--- config.mk ---
export PLATFORM = sky130hd
export DESIGN_NAME = maple_tx_phy_flat
export DESIGN_NICKNAME = d
export VERILOG_FILES = /design/src/rtl/maple_pkg.sv /design/src/rtl/maple_tx_phy_if.sv /design/src/rtl/maple_phase_timer.sv /design/src/rtl/maple_tx_phy.sv /design/src/flat_wrapper.sv
export SDC_FILE = /design/constraint.sdc
export NUM_CORES = 1
export LEC_CHECK = 0
export ABC_AREA = 0
export CORE_MARGIN = 3
export CORE_UTILIZATION = 40
export CTS_BUF_LIST = sky130_fd_sc_hd__clkbuf_4
export DETAILED_ROUTE_END_ITERATION = 7
export GPL_ROUTABILITY_DRIVEN = 0
export PLACE_DENSITY = 0.61
export SLEW_MARGIN = 40
export SYNTH_ARGS = -nofsm -noshare
export SYNTH_HDL_FRONTEND = slang
export SYNTH_SLANG_ARGS = --single-unit
--- constraint.sdc ---
create_clock -name aclk -period 6.85 [get_ports aclk]
set_clock_uncertainty 0.15 [all_clocks]
set_input_delay 1.37 -clock aclk [delete_from_list [all_inputs] [get_ports aclk]]
set_output_delay 1.37 -clock aclk [all_outputs]
set_load 0.05 [all_outputs]
--- src/rtl/maple_pkg.sv ---
// Maple Bus shared definitions: FSM states, pattern lengths and start/end line-level tables.
package maple_pkg;

    typedef enum logic [2:0] {
        ST_IDLE,
        ST_START,
        ST_DATA,
        ST_CRC,
        ST_END,
        ST_GAP
    } tx_state_t;

    localparam int START_PHASES  = 10;
    localparam int END_PHASES    = 6;
    localparam int BITS_PER_BYTE = 8;

    // Bit i of each table is the line level during pattern phase i.
    localparam logic [START_PHASES-1:0] START_A = 10'b1000000000;
    localparam logic [START_PHASES-1:0] START_B = 10'b1101010101;
    localparam logic [END_PHASES-1:0]   END_A   = 6'b110101;
    localparam logic [END_PHASES-1:0]   END_B   = 6'b100000;

    // Returns {sdcka, sdckb} for one data phase; odd bits clock on A, even bits clock on B.
    function automatic logic [1:0] data_lines(input logic [7:0] data, input logic [3:0] phase);
        logic bit_val;
        logic clk_level;
        bit_val   = data[3'd7 - phase[3:1]];
        clk_level = ~phase[0];
        if (phase[1] == 1'b0) begin
            return {clk_level, bit_val};
        end
        return {bit_val, clk_level};
    endfunction

endpackage

--- src/rtl/maple_tx_phy_if.sv ---
// Byte stream handshake between the TX FIFO and the Maple line encoder.
interface maple_tx_phy_if;
    logic [7:0] tdata;
    logic       tvalid;
    logic       tlast;
    logic       tready;

    modport master (output tdata, output tvalid, output tlast, input tready);
    modport slave  (input tdata, input tvalid, input tlast, output tready);
endinterface

--- src/rtl/maple_phase_timer.sv ---
// Waveform phase tick generator: counts 0..CLKS_PER_PHASE-1, ticks on terminal count, clearable.
module maple_phase_timer #(
    parameter int CLKS_PER_PHASE = 25
) (
    input  logic clk,
    input  logic srst,
    input  logic clr,
    output logic tick
);
    localparam int CW = $clog2(CLKS_PER_PHASE);

    logic [CW-1:0] count_reg;

    assign tick = (count_reg == CW'(CLKS_PER_PHASE - 1));

    always_ff @(posedge clk) begin
        if (srst || clr || tick) begin
            count_reg <= '0;
        end else begin
            count_reg <= count_reg + 1'b1;
        end
    end
endmodule

--- src/rtl/maple_tx_phy.sv ---
// Maple Bus transmit encoder: byte stream -> SDCKA/SDCKB start, data, optional checksum, end.
// Build option MAPLE_TX_CRC_EN appends the XOR checksum byte after the tlast byte.
module maple_tx_phy
    import maple_pkg::*;
#(
    parameter int CLKS_PER_PHASE = 25,
    parameter int GAP_PHASES     = 4
) (
    input  logic          aclk,
    input  logic          areset,
    maple_tx_phy_if.slave s_axis,
    input  logic          enable,
    output logic          sdcka_o,
    output logic          sdckb_o,
    output logic          transmitting,
    output logic          underrun
);
    localparam int DATA_PHASES = 2 * BITS_PER_BYTE;
    localparam int PHASE_SPAN  = (GAP_PHASES > DATA_PHASES) ? GAP_PHASES : DATA_PHASES;
    localparam int PW          = $clog2(PHASE_SPAN);

    tx_state_t     state_reg, state_next;
    logic [PW-1:0] phase_reg;
    logic [7:0]    shift_reg;
    logic          last_reg;
    logic          tick;
    logic          accept;
    logic          abort;
    logic          byte_done;
    logic [1:0]    lines;

    maple_phase_timer #(.CLKS_PER_PHASE(CLKS_PER_PHASE)) u_timer (
        .clk  (aclk),
        .srst (areset),
        .clr  (state_next != state_reg),
        .tick (tick)
    );

    assign byte_done = tick && (phase_reg == PW'(DATA_PHASES - 1));

    always_comb begin
        state_next = state_reg;
        accept     = 1'b0;
        abort      = 1'b0;
        case (state_reg)
            ST_IDLE: begin
                if (enable && s_axis.tvalid) begin
                    accept     = 1'b1;
                    state_next = ST_START;
                end
            end
            ST_START: begin
                if (tick && phase_reg == PW'(START_PHASES - 1)) state_next = ST_DATA;
            end
            ST_DATA: begin
                if (byte_done) begin
                    if (last_reg) begin
`ifdef MAPLE_TX_CRC_EN
                        state_next = ST_CRC;
`else
                        state_next = ST_END;
`endif
                    end else if (s_axis.tvalid) begin
                        accept = 1'b1;
                    end else begin
                        abort      = 1'b1;
                        state_next = ST_END;
                    end
                end
            end
`ifdef MAPLE_TX_CRC_EN
            ST_CRC: begin
                if (byte_done) state_next = ST_END;
            end
`endif
            ST_END: begin
                if (tick && phase_reg == PW'(END_PHASES - 1)) state_next = ST_GAP;
            end
            ST_GAP: begin
                if (tick && phase_reg == PW'(GAP_PHASES - 1)) state_next = ST_IDLE;
            end
            default: state_next = ST_IDLE;
        endcase
    end

`ifdef MAPLE_TX_CRC_EN
    logic [7:0] crc_reg;

    always_ff @(posedge aclk) begin
        if (areset) begin
            crc_reg <= '0;
        end else if (accept) begin
            crc_reg <= (state_reg == ST_IDLE) ? s_axis.tdata : (crc_reg ^ s_axis.tdata);
        end
    end
`endif

    always_comb begin
        lines = 2'b11;
        case (state_reg)
            ST_START: lines = {START_A[phase_reg[3:0]], START_B[phase_reg[3:0]]};
            ST_DATA:  lines = data_lines(shift_reg, phase_reg[3:0]);
`ifdef MAPLE_TX_CRC_EN
            ST_CRC:   lines = data_lines(crc_reg, phase_reg[3:0]);
`endif
            ST_END:   lines = {END_A[phase_reg[2:0]], END_B[phase_reg[2:0]]};
            default:  lines = 2'b11;
        endcase
    end

    assign sdcka_o       = lines[1];
    assign sdckb_o       = lines[0];
    assign transmitting  = (state_reg == ST_START) || (state_reg == ST_DATA) ||
                           (state_reg == ST_CRC)   || (state_reg == ST_END);
    assign s_axis.tready = accept & ~areset;
    assign underrun      = abort & ~areset;

    always_ff @(posedge aclk) begin
        if (areset) begin
            state_reg <= ST_IDLE;
            phase_reg <= '0;
            shift_reg <= '0;
            last_reg  <= 1'b0;
        end else begin
            state_reg <= state_next;
            // A byte boundary inside DATA restarts the bit sequence without a state change.
            if (state_next != state_reg || (state_reg == ST_DATA && byte_done)) begin
                phase_reg <= '0;
            end else if (tick) begin
                phase_reg <= phase_reg + 1'b1;
            end
            if (accept) begin
                shift_reg <= s_axis.tdata;
                last_reg  <= s_axis.tlast;
            end
        end
    end
endmodule

--- src/flat_wrapper.sv ---
// flat-port wrapper written by rule: the top's interface ports become plain ports
module maple_tx_phy_flat import maple_pkg::*;
#(
    parameter int CLKS_PER_PHASE = 25,
    parameter int GAP_PHASES     = 4
)
  (aclk, areset, enable, sdcka_o, sdckb_o, transmitting, underrun, s_axis_tdata, s_axis_tvalid, s_axis_tlast, s_axis_tready);
  maple_tx_phy_if s_axis_i ();
  input  logic aclk;
  input  logic areset;
  input  logic enable;
  output logic sdcka_o;
  output logic sdckb_o;
  output logic transmitting;
  output logic underrun;
  input wire logic [$bits(s_axis_i.tdata)-1:0] s_axis_tdata;
  input wire logic [$bits(s_axis_i.tvalid)-1:0] s_axis_tvalid;
  input wire logic [$bits(s_axis_i.tlast)-1:0] s_axis_tlast;
  output wire logic [$bits(s_axis_i.tready)-1:0] s_axis_tready;
  assign s_axis_i.tdata = s_axis_tdata;
  assign s_axis_i.tvalid = s_axis_tvalid;
  assign s_axis_i.tlast = s_axis_tlast;
  assign s_axis_tready = s_axis_i.tready;
  maple_tx_phy #(.CLKS_PER_PHASE(CLKS_PER_PHASE), .GAP_PHASES(GAP_PHASES)) u_core (.aclk(aclk), .areset(areset), .s_axis(s_axis_i), .enable(enable), .sdcka_o(sdcka_o), .sdckb_o(sdckb_o), .transmitting(transmitting), .underrun(underrun));
endmodule
### After elaboration in Yosys (flattened, before gate mapping)

Memories as Yosys holds them, arrays and structs flattened. A register that Yosys moved wholly into a read port is not among the register bits.
Index checks and enable logic that the tools add are counted.

| storage, ports and cells | value |
|---|---|
| bits in read-only memories | 48 |
| logic and storage cells | 80 |
| output and inout port bits | 5 |
| register bits | 21 |
| memories kept | 4 |
| input port bits | 13 |

Memories:

| memory | depth | width | read ports | clocked after memory_dff | write ports | RTL line | source |
|---|---|---|---|---|---|---|---|
| (name not given) | 16 | 1 | 1 | 1 | 0 | maple_tx_phy.sv:101 | `ST_START: lines = {START_A[phase_reg[3:0]], START_B[phase_reg[3:0]]};` |
| (name not given) | 16 | 1 | 1 | 1 | 0 | maple_tx_phy.sv:101 |  |
| (name not given) | 8 | 1 | 1 | 1 | 0 | maple_tx_phy.sv:106 | `ST_END: lines = {END_A[phase_reg[2:0]], END_B[phase_reg[2:0]]};` |
| (name not given) | 8 | 1 | 1 | 1 | 0 | maple_tx_phy.sv:106 |  |

| cells by class | value |
|---|---|
| equal/unequal tests | 11 |
| reduce and logical (&&, ||, !) cells | 14 |
| bitwise operators | 4 |
| order comparisons | 3 |
| add/subtract/negate cells | 3 |
| multiplexer cells | 36 |

Operators with widths:

| operator | count |
|---|---|
| 3-bit 2-to-1 mux | 11 |
| 4-bit 2-to-1 mux | 4 |
| 1-bit 2-to-1 mux | 15 |
| 3-bit one-hot mux with 5 select lines | 1 |
| 4-bit == test (second input constant) | 2 |
| 3-bit by 4-bit < comparator with 1-bit output (second input constant) | 2 |
| 3-bit by 2-bit == test with 1-bit output (second input constant) | 2 |
| 3-bit == test (second input constant) | 2 |
| 1-bit logical AND | 6 |
| 1-bit logical OR | 6 |
| 2-bit one-hot mux with 3 select lines | 1 |
| 5-bit by 1-bit adder with 5-bit output (second input constant) | 1 |
| 5-bit == test (second input constant) | 1 |
| 4-bit by 5-bit < comparator with 1-bit output (second input constant) | 1 |
| 4-bit by 1-bit adder with 4-bit output (second input constant) | 1 |
| 4-bit by 2-bit == test with 1-bit output (second input constant) | 1 |
| 4-bit by 3-bit == test with 1-bit output (second input constant) | 1 |
| 2-bit 2-to-1 mux | 2 |
| 1-bit binary-select mux with 3-bit select | 1 |
| 3-bit by 1-bit == test with 1-bit output (second input constant) | 1 |
| 3-bit zero test | 1 |
| 3-bit inequality test | 1 |
| 3-bit subtractor (first input constant) | 1 |
| 1-bit bitwise AND | 2 |
| 3 further kinds | 4 |

### Longest topological paths before layout

Gate-level depths: netlist of the first run.

| logic depth | value |
|---|---|
| depth in word-level cells | 8 |
| depth in mapped cells | 8 |

### By module

From an unflattened synthesis of the first run, not the netlist that was laid out.

| unflattened totals | value |
|---|---|
| cell total of the unflattened synthesis | 144 |
| area total of the unflattened synthesis | 1336.3 um2 |

By module, submodules not included:

| module | area each (um2) | instances | cells an instance |
|---|---|---|---|
| maple_tx_phy | 1123.6 | 1 | 122 |
| maple_phase_timer | 212.7 | 1 | 22 |

### Worst setup path before layout of the first run

OpenSTA, ideal clock, no wires.

| timing | value |
|---|---|
| path type | in2out |
| from | input port areset |
| to | output port underrun |
| setup slack | 2.285 ns |
| path buffers | 1 |
| arrival | 3.045 ns |
| cell stages on the path | 2 |
| cells stage by stage | clkbuf_1 nor4_1 |

| between the ends | value |
|---|---|
| cells in the longest elaborated chain, start to end | 2 |

RTL lines:

| item | RTL line | source |
|---|---|---|
| start, declared | flat_wrapper.sv:10 | `input logic areset;` |
| 1-bit NOT | maple_tx_phy.sv:116 | `assign underrun = abort & ~areset;` |
| 1-bit bitwise AND | maple_tx_phy.sv:116 |  |
| end, declared | flat_wrapper.sv:15 | `output logic underrun;` |

No other way between the ends.

### Worst setup path after layout of the first run

| timing | value |
|---|---|
| from | input port s_axis_tvalid |
| to | output port s_axis_tready |

| between the ends | value |
|---|---|
| cells in the longest elaborated chain, start to end | 5 |
| elaborated cells on any way between the ends | 7 |
| classes of those cells | 5 x mux; 1 x bitwise; 1 x reduce/logical |

RTL lines:

| item | RTL line | source |
|---|---|---|
| start, declared | flat_wrapper.sv:17 | `input wire logic [$bits(s_axis_i.tvalid)-1:0] s_axis_tvalid;` |
| 1-bit 2-to-1 mux | maple_tx_phy.sv:63 | `end else if (s_axis.tvalid) begin` |
| 1-bit 2-to-1 mux | maple_tx_phy.sv:57 | `if (last_reg) begin` |
| 1-bit 2-to-1 mux | maple_tx_phy.sv:56 | `if (byte_done) begin` |
| 1-bit one-hot mux with 2 select lines * | maple_tx_phy.sv:45 | `case (state_reg)` |
| 1-bit bitwise AND * | maple_tx_phy.sv:115 | `assign s_axis.tready = accept & ~areset;` |
| end, declared | flat_wrapper.sv:19 | `output wire logic [$bits(s_axis_i.tready)-1:0] s_axis_tready;` |

Every way passes the cells marked *; elsewhere a longest branch is shown, timed or not.

==> results of run 1 <==
[synth_stat cells, drive strengths merged, types with 3 or more instances]
master  number
nor2         8
a211oi       3
inv          5
a21oi        6
ha           4
nand2        4
xnor2        4
o21ai        3
clkbuf       5
nand2b      18
dfxtp       25
a31oi        3
buf          6
nor3         6
nor3b        3
nand3        6
and3         3
mux2i        8
[worst max-delay path, delay by kind of cell]
kind,cells,cell delay (ns)
AO/OA/AOI/OAI,1,0.06
AND/OR/NAND/NOR,3,0.95
buffers and inverters,3,1.54
[layer usage]
metal	up-vias	GRT usage, %	routed length (µm)
met2	30	24.8	1410
met4	0	4.82	53
met3	7	4.08	149
met1	560	18.7	1360
met5	-	0	0
li1	594	-	-
[cell type report]
class	count	area share, %
repair buffers	18	10.7
well taps	46	3.48
clock inverters	1	0.303
multi-input cells	116	52.7
flip-flops and latches	25	30.3
clock buffers	3	1.36
inverters	5	1.14
[cell families (layout without fill, tap and decap cells)]
logic type	Yosys count	count (layout)
and+or+nand+nor	67	67
AOI/OAI and AO/OA	29	29
buffers and inverters	16	27
muxes	10	10
adders and majority gates	4	4
xor gates and xnor gates	6	6
DFF	25	25
[worst paths after layout]
| check | from | slack (ns) | depth (start not counted) | to |
|---|---|---|---|---|
| worst max-delay path | s_axis_tvalid | 1.41 | 7 | s_axis_tready |
| worst min-delay path | u_core.u_timer.count_reg[0] | 0.33 | 1 | u_core.u_timer.count_reg[0] |
| worst max register to register | u_core.u_timer.count_reg[0] | 4.45 | 5 | flop |
| worst min register to register | u_core.u_timer.count_reg[0] | 0.33 | 1 | u_core.u_timer.count_reg[0] |
[power groups by stage]
stage          combinational [W]  sequential [W]  clock [W]
2_1_floorplan          0.0000248        0.000155          0
3_3_place_gp           0.0000362        0.000157          0
3_5_place_dp           0.0000371        0.000157          0
4_1_cts                0.0000373        0.000154  0.0000691
5_1_grt                0.0000405        0.000155  0.0000761
6_report               0.0000369        0.000154  0.0000664
[through the flow]
step	power (W)	hold WS [ns]	worst slack (ns)	cells	cell area, µm²
global placement	0.000193	0.295	1.58	210	1630
CTS	0.000260	0.340	1.39	214	1650
global route	0.000271	0.359	1.25	214	1650
floorplan	0.000180	0.280	2.28	157	1450
detailed placement	0.000194	0.313	1.39	210	1630
finish	0.000257	0.334	1.41	214	1650
[cell usage in the layout, fill, tap and decap left out, types with 2 or more instances in the layout]
| cell | instances |
|---|---|
| inv_1 | 5 |
| nand2b_1 | 18 |
| a211oi_1 | 3 |
| o31ai_1 | 2 |
| nand3b_1 | 2 |
| nor2_1 | 8 |
| clkbuf_4 | 3 |
| a21oi_1 | 6 |
| mux4_2 | 2 |
| o22ai_1 | 2 |
| and3_1 | 2 |
| mux2i_1 | 8 |
| a31oi_1 | 3 |
| o21ai_0 | 3 |
| xnor2_1 | 4 |
| nand3_1 | 6 |
| xor2_1 | 2 |
| nor3b_1 | 2 |
| or4b_1 | 2 |
| ha_1 | 4 |
| clkdlybuf4s50_1 | 17 |
| nand4b_1 | 2 |
| nor3_1 | 6 |
| dfxtp_1 | 25 |
| nand2_1 | 4 |
| nor4_1 | 2 |
| and2_1 | 2 |
==> results by group, run 1 <==
Global routing
  • Number of global-route vias before repair: 1089
  • First-pass GRT wire length: 5.07 mm
  • Overflow left after global routing: 0
  • Tot GR Track Use: 15.0%
  • Initial antenna violation count: 0
  • Largest net degree at the start of global routing: 25

Route
  • Via count: 1191
  • Vias per std cell: 5.57
  • Drt drc: 0
  • DR pass1 iterations: 4
  • DR iter-0 viols: 119
  • Wire length per cell: 13.9 µm
  • Final ANT Viol Nets: 0
  • DRT Wirelength: 2.97 mm

Logic synthesis
  • Synth async-reset ratio: 0%
  • Post-synth net total: 174
  • Yosys top cell area share: 34.6%
  • Compound-Gate Fraction of Synth Area: 15.6%
  • Register bit total from synthesis: 25
  • Syn Area/Cell: 9.20 µm²
  • Seq/Total Area, Yosys: 34.6%
  • Synth Area in Simple Gates: 28.9%
  • Ys Warns: 0
  • Post-Syn Instances: 157
  • Netlist cell types: 49
  • Largest area contributor in the netlist: dfxtp_1
  • Synth Area in XOR/XNOR: 3.64%
  • Number of synthesized flops with an enable pin: 0
  • Area contributors post-synth: dfxtp_1 (35%), nand2b_1 (7.8%), mux2i_1 (5.5%)
  • Netlist Area Pre-Place: 0.00145 mm²
  • Post-synthesis mux area share: 8.66%
  • Main combinational cell family by area after synthesis: simple AND/OR/NAND/NOR gates
  • Adder-Cell Fraction of Synth Area: 3.46%
  • Top_reg_cell synth: dfxtp_1

Pwr
  • Switching power: 0.0000662 W
  • Leak pwr: 0.593 nW
  • Combinational share of power: 14.4%
  • Clk pwr share: 25.8%
  • Power per cell area: 156 mW/mm²
  • Max VDD drop: 97.7 µV
  • Sw Ratio: 25.7%
  • Part of the power in registers: 59.8%
  • Internal power: 0.000191 W

Min path
  • Tightest Hold Check Type: flop to flop

Cells and area
  • Register Area: 500 µm²
  • Fillcell total: 348
  • Final #Nets: 186
  • Syn-to-layout area delta: 14.4%
  • Multi-input gate area: 871 µm²
  • Diode count: 0
  • Layout cell share with drive strength beyond 1: 8.33%
  • Final core utilization: 48.4%

Floorplanning
  • Core area: 0.00342 mm²
  • DIE WIDTH: 66.1 µm
  • Die Ht: 66.1 µm
  • DIE AREA: 0.00437 mm²
  • Starting Density: 42.3%
  • IO Pins: 18
  • Row count: 21

Setup path
  • Max incr delay on CP: 0.82 ns
  • Critical-path top delay cell: clkdlybuf4s50_1
  • Worst-path maximum fanout: 10
  • CP arrival: 3.92 ns
  • Critical-path cell list: clkdlybuf4s50_1 > nor4b_1 > and2_1 > a31oi_1 > buf_4 > nor2_1 > clkdlybuf4s50_1
  • Most Frequent Cell on Critical Path: clkdlybuf4s50_1
  • Critical path class: primary input to primary output
  • Startpoint Class: primary input
  • CP endpoint kind: primary output
  • Worst path required time: 5.33 ns

Timing
  • Relative slew margins: 46.3%
  • Worst-margin pin slew: 0.797 ns
  • Final period util: 79.5%
  • Setup TNS: 0 ns
  • Fin crit period: 5.44 ns
  • Final hold vios: 0
  • Unrepaired setup endpoints after global routing: false
  • Fin. max-slew vios: 0
  • Final Setup Violations: 0
  • Max Fclk: 0.184 GHz

Clock tree
  • Max Root-Sink Buffers: 2
  • Clk slew on worst S/H paths: 0.13 ns
  • CTS tree: built
  • Clk_lat worst skew: 0.33 ns
  • Post-CTS setup buffer count: 0
  • CTS Hold Bufs: 0
  • Clock sink count: 25
  • Htree depth: 1
  • Cts bufs inserted: 3
  • Post-CTS resize count: 0
  • Root buf cell: clkbuf_4

Run
  • Max-Cap Viols: 0

Place
  • Dpl hpwl: 2.22 mm
  • Buffers added on ports: 17

Outcome
  • Outcome: finished clean
(Power assumes the default switching activity.)
==> run 2: changes to the inputs <==
--- a/config.mk
+++ b/config.mk
@@ -11,7 +11,7 @@
 export CTS_BUF_LIST = sky130_fd_sc_hd__clkbuf_4
 export DETAILED_ROUTE_END_ITERATION = 7
 export GPL_ROUTABILITY_DRIVEN = 0
-export PLACE_DENSITY = 0.61
+export PLACE_DENSITY = 0.63
 export SLEW_MARGIN = 40
 export SYNTH_ARGS = -nofsm -noshare
 export SYNTH_HDL_FRONTEND = slang
==> constraint.sdc (replaced) <==
create_clock -name aclk -period 4.9 [get_ports aclk]
set_clock_uncertainty 0.15 [all_clocks]
set_input_delay 0.98 -clock aclk [delete_from_list [all_inputs] [get_ports aclk]]
set_output_delay 0.98 -clock aclk [all_outputs]
set_load 0.05 [all_outputs]
==> results by group, run 2 (synthesized netlist as in run 1, its figures left out) <==
Route
  • DR iter-0 viols: 121
  • DRT Wirelength: 2.97 mm
  • Via count: 1207
  • Drt drc: 0
  • Wire length per cell: 13.8 µm
  • Vias per std cell: 5.59
  • Final ANT Viol Nets: 0
  • DR pass1 iterations: 4

Clock tree
  • Max Root-Sink Buffers: 2
  • Clock sink count: 25
  • Post-CTS setup buffer count: 0
  • Post-CTS resize count: 0
  • CTS tree: built
  • Clk_lat worst skew: 0.33 ns
  • Cts bufs inserted: 3
  • CTS Hold Bufs: 0
  • Root buf cell: clkbuf_4
  • Htree depth: 1
  • Clk slew on worst S/H paths: 0.13 ns

Cells and area
  • Commonest non-fill, non-tap cells in the layout: dfxtp_1 (25), nand2b_1 (18), clkdlybuf4s50_1 (17)
  • Fin area: 0.00167 mm²
  • Multi-input gate area: 871 µm²
  • Syn-to-layout area delta: 15.6%
  • Fillcell total: 302
  • Final #Nets: 188
  • Cell Count, Final, Fillers Out: 216
  • Layout cell share with drive strength beyond 1: 9.41%
  • Register Area: 500 µm²
  • Commonest non-fill, non-tap cell in the layout: dfxtp_1
  • Diode count: 0

Floorplanning
  • DIE WIDTH: 66.1 µm
  • DIE AREA: 0.00437 mm²
  • Starting Density: 42.3%
  • Core area: 0.00342 mm²
  • Row count: 21
  • Die Ht: 66.1 µm
  • IO Pins: 18

Setup path
  • Max incr delay on CP: 0.81 ns
  • Worst path required time: 3.77 ns
  • Worst-path maximum fanout: 3
  • Critical-path top delay cell: clkdlybuf4s50_1
  • Startpoint Class: primary input
  • Critical-path cell list: clkdlybuf4s50_1 > nor4b_1 > and2_1 > a31oi_1 > nor2_1 > clkdlybuf4s50_1
  • CP arrival: 3.29 ns
  • Critical path class: primary input to primary output
  • CP endpoint kind: primary output
  • Most Frequent Cell on Critical Path: clkdlybuf4s50_1

Timing
  • Setup TNS: 0 ns
  • Fin crit period: 4.42 ns
  • Fin. max-slew vios: 0
  • Relative slew margins: 47.7%
  • Unrepaired setup endpoints after global routing: false
  • Worst hold margin: 0.323 ns
  • Max Fclk: 0.226 GHz
  • Final hold vios: 0
  • Final period util: 90.3%
  • Worst-margin pin slew: 0.776 ns
  • Final Setup Violations: 0

Pwr
  • Sw Ratio: 25.3%
  • Combinational share of power: 14.3%
  • Leak pwr: 0.603 nW
  • Max VDD drop: 89.8 µV
  • Internal power: 0.000275 W
  • Switching power: 0.0000932 W
  • Power per cell area: 220 mW/mm²
  • Part of the power in registers: 58.4%
  • Overall power after layout: 0.000368 W
  • Clk pwr share: 27.3%

Run
  • Max-Cap Viols: 0

Global routing
  • Tot GR Track Use: 14.8%
  • Largest net degree at the start of global routing: 24
  • Initial antenna violation count: 0
  • Number of global-route vias before repair: 1146
  • Overflow left after global routing: 0
  • First-pass GRT wire length: 5.06 mm

Place
  • Buffers added on ports: 17
  • Area post-placement: 0.00164 mm²
  • Placed insts: 212
  • Dpl hpwl: 2.19 mm

Min path
  • Tightest Hold Check Type: flop to flop

Outcome
  • Outcome: finished clean
-- run 2: changes by cell type in the layout (fill, tap and decap cells not counted), sizes merged --
| cell | delta |
|---|---|
| buf | +2 |
| clkbuf | +1 |
| clkinv | -1 |
-- run 2: power by group through the flow --
stage               Clock [W]  Combinational, W  Sequential (W)
floorplan                   0         0.0000347        0.000217
global placement            0         0.0000514        0.000219
detailed placement          0         0.0000523        0.000220
CTS                  0.000104         0.0000526        0.000215
global route         0.000110         0.0000564        0.000216
finish               0.000100         0.0000526        0.000215
-- run 2: cell type report --
| cell class | count | share of cell area [%] |
|---|---|---|
| clock buffers | 4 | 1.80 |
| inverters | 5 | 1.12 |
| multi-input cells | 116 | 52.1 |
| flip-flops and latches | 25 | 30.0 |
| well taps | 46 | 3.45 |
| repair buffers | 20 | 11.5 |
-- run 2: metrics by stage --
| stage | setup slack [ns] | utilization (%) |
|---|---|---|
| 3_5_place_dp | 0.483 | 48.0 |
| 5_1_grt | 0.337 | 48.9 |
| 2_1_floorplan | 1.10 | - |
| 6_report | 0.478 | 48.9 |
| 3_3_place_gp | 0.599 | 48.0 |
| 4_1_cts | 0.474 | 48.9 |
-- run 2: worst max-delay path: cells and delay by family --
kind	cells	cell delay, ns
AND/OR/NAND/NOR	3	0.94
buffers and inverters	2	1.30
AO/OA/AOI/OAI	1	0.08
-- run 2: final timing paths --
check	start	endpoint	slack [ns]	depth (start not counted)
worst min-delay path	u_core.u_timer.count_reg[0]	u_core.u_timer.count_reg[0]	0.32	1
worst max-delay path	s_axis_tvalid	s_axis_tready	0.48	6
worst max register to register	u_core.phase_reg[1]	flop	2.64	6
worst min register to register	u_core.u_timer.count_reg[0]	u_core.u_timer.count_reg[0]	0.32	1
-- run 2: layer usage --
| metal | vias to the layer above | track usage [%] | share of wire [%] |
|---|---|---|---|
| met4 | 0 | 8.38 | 2.5 |
| met3 | 6 | 2.21 | 4.2 |
| met5 | - | 0 | 0 |
| li1 | 599 | - | - |
| met1 | 568 | 19.2 | 47 |
| met2 | 34 | 23.3 | 46 |
==> run 3: changes to the inputs <==
--- a/config.mk
+++ b/config.mk
@@ -6,7 +6,7 @@
 export NUM_CORES = 1
 export LEC_CHECK = 0
 export ABC_AREA = 0
-export CORE_MARGIN = 3
+export CORE_MARGIN = 4
 export CORE_UTILIZATION = 40
 export CTS_BUF_LIST = sky130_fd_sc_hd__clkbuf_4
 export DETAILED_ROUTE_END_ITERATION = 7
==> results by group, run 3 (synthesized netlist as in run 1, its figures left out) <==
Cells and area
  • Fillcell total: 331
  • Multi-input gate area: 871 µm²
  • Final #Nets: 188
  • Layout cell share with drive strength beyond 1: 9.41%
  • Syn-to-layout area delta: 15.6%
  • Commonest non-fill, non-tap cells in the layout: dfxtp_1 (25), nand2b_1 (18), clkdlybuf4s50_1 (17)
  • Register Area: 500 µm²
  • Commonest non-fill, non-tap cell in the layout: dfxtp_1
  • Diode count: 0
  • Cell Count, Final, Fillers Out: 216

Clock tree
  • Clk slew on worst S/H paths: 0.13 ns
  • Htree depth: 1
  • Clk_lat worst skew: 0.31 ns
  • CTS Hold Bufs: 0
  • Cts bufs inserted: 3
  • Root buf cell: clkbuf_4
  • Post-CTS resize count: 0
  • CTS tree: built
  • Clock sink count: 25
  • Post-CTS setup buffer count: 0
  • Max Root-Sink Buffers: 2

Setup path
  • Most Frequent Cell on Critical Path: clkdlybuf4s50_1
  • Critical-path top delay cell: clkdlybuf4s50_1
  • Critical-path cell list: clkdlybuf4s50_1 > nor4b_1 > and2_1 > a31oi_1 > nor2_1 > clkdlybuf4s50_1
  • Max incr delay on CP: 0.80 ns
  • CP arrival: 3.31 ns
  • Critical path class: primary input to primary output
  • CP bufs+invs: 2
  • Worst path required time: 3.77 ns
  • Startpoint Class: primary input
  • Crit-path leading delay family: buffers and inverters
  • CP endpoint kind: primary output
  • Worst-path maximum fanout: 3

Route
  • Final ANT Viol Nets: 0
  • Via count: 1173
  • Met3 wire length: 108 µm
  • DR iter-0 viols: 121
  • Wire length per cell: 13.9 µm
  • Vias per std cell: 5.43
  • DR pass1 iterations: 4
  • Top Layer Used: met4
  • DR WL met2: 1.41 mm
  • Met1 wire length: 1.43 mm
  • DRT Wirelength: 3.00 mm
  • Drt drc: 0

Outcome
  • Outcome: finished clean

Floorplanning
  • DIE AREA: 0.00464 mm²
  • Row count: 21
  • Starting Density: 42.3%
  • IO Pins: 18
  • Die Ht: 68.1 µm
  • DIE WIDTH: 68.1 µm
  • Core area: 0.00342 mm²

Global routing
  • Tot GR Track Use: 14.6%
  • Initial antenna violation count: 0
  • Largest net degree at the start of global routing: 24
  • Overflow left after global routing: 0
  • Number of global-route vias before repair: 1116
  • First-pass GRT wire length: 5.16 mm

Pwr
  • Internal power: 0.000274 W
  • Clk pwr share: 26.6%
  • Power per cell area: 218 mW/mm²
  • Switching power: 0.0000903 W
  • Leak pwr: 0.603 nW
  • Sw Ratio: 24.8%
  • Part of the power in registers: 59.0%
  • Max VDD drop: 87.4 µV
  • Combinational share of power: 14.4%

Place
  • Dpl hpwl: 2.31 mm
  • Placed insts: 212
  • Buffers added on ports: 17

Timing
  • Setup TNS: 0 ns
  • Final Setup Violations: 0
  • Max Fclk: 0.225 GHz
  • Fin crit period: 4.44 ns
  • Worst-margin pin slew: 0.789 ns
  • Relative slew margins: 46.9%
  • Final hold vios: 0
  • Final period util: 90.7%
  • Unrepaired setup endpoints after global routing: false
  • Fin. max-slew vios: 0

Min path
  • Tightest Hold Check Type: flop to flop

Run
  • Max-Cap Viols: 0
-- run 3: cell counts in the layout (fill, tap and decap cells not counted) --
No cell type changed its count.
-- run 3: layout make-up --
type                            count  share of cell area (%)
Tap cell                           46                    3.45
Timing Repair Buffer               20                    11.5
Sequential cell                    25                    30.0
Clock buffer                        4                    1.80
Multi-Input combinational cell    116                    52.1
Inverter                            5                    1.12
-- run 3: routing by layer --
| metal | vias to the layer above | global-route usage [%] |
|---|---|---|
| li1 | 594 | - |
| met1 | 548 | 19.6 |
| met2 | 27 | 23.0 |
| met3 | 4 | 2.63 |
| met4 | 0 | 5.71 |
| met5 | - | 0 |
-- run 3: final timing paths --
check,cells after the start,end,slack (ns),start
hold / removal,1,u_core.u_timer.count_reg[0],0.32,u_core.u_timer.count_reg[0]
setup reg to reg,6,flop,2.61,u_core.phase_reg[1]
setup / recovery,6,s_axis_tready,0.46,s_axis_tvalid
hold reg to reg,1,u_core.u_timer.count_reg[0],0.32,u_core.u_timer.count_reg[0]
-- run 3: stage by stage --
stage	cell area [µm²]	hold slack (ns)	total power (W)	setup slack (ns)	utilization [%]
final	1670	0.322	0.000365	0.456	48.9
after global routing	1670	0.351	0.000384	0.324	48.9
after CTS	1670	0.328	0.000372	0.468	48.9
after detailed placement	1640	0.296	0.000272	0.469	48.0
after global placement	1640	0.294	0.000271	0.597	48.0
after floorplan	1450	0.280	0.000252	1.10	-
-- run 3: power by group through the flow --
stage / Clock (W) / Combinational [W] / Sequential (W)
after CTS: 0.000104 / 0.0000528 / 0.000215
after floorplan: 0 / 0.0000347 / 0.000217
after global placement: 0 / 0.0000515 / 0.000219
after global routing: 0.000111 / 0.0000564 / 0.000217
after detailed placement: 0 / 0.0000526 / 0.000220
final: 0.0000969 / 0.0000525 / 0.000215
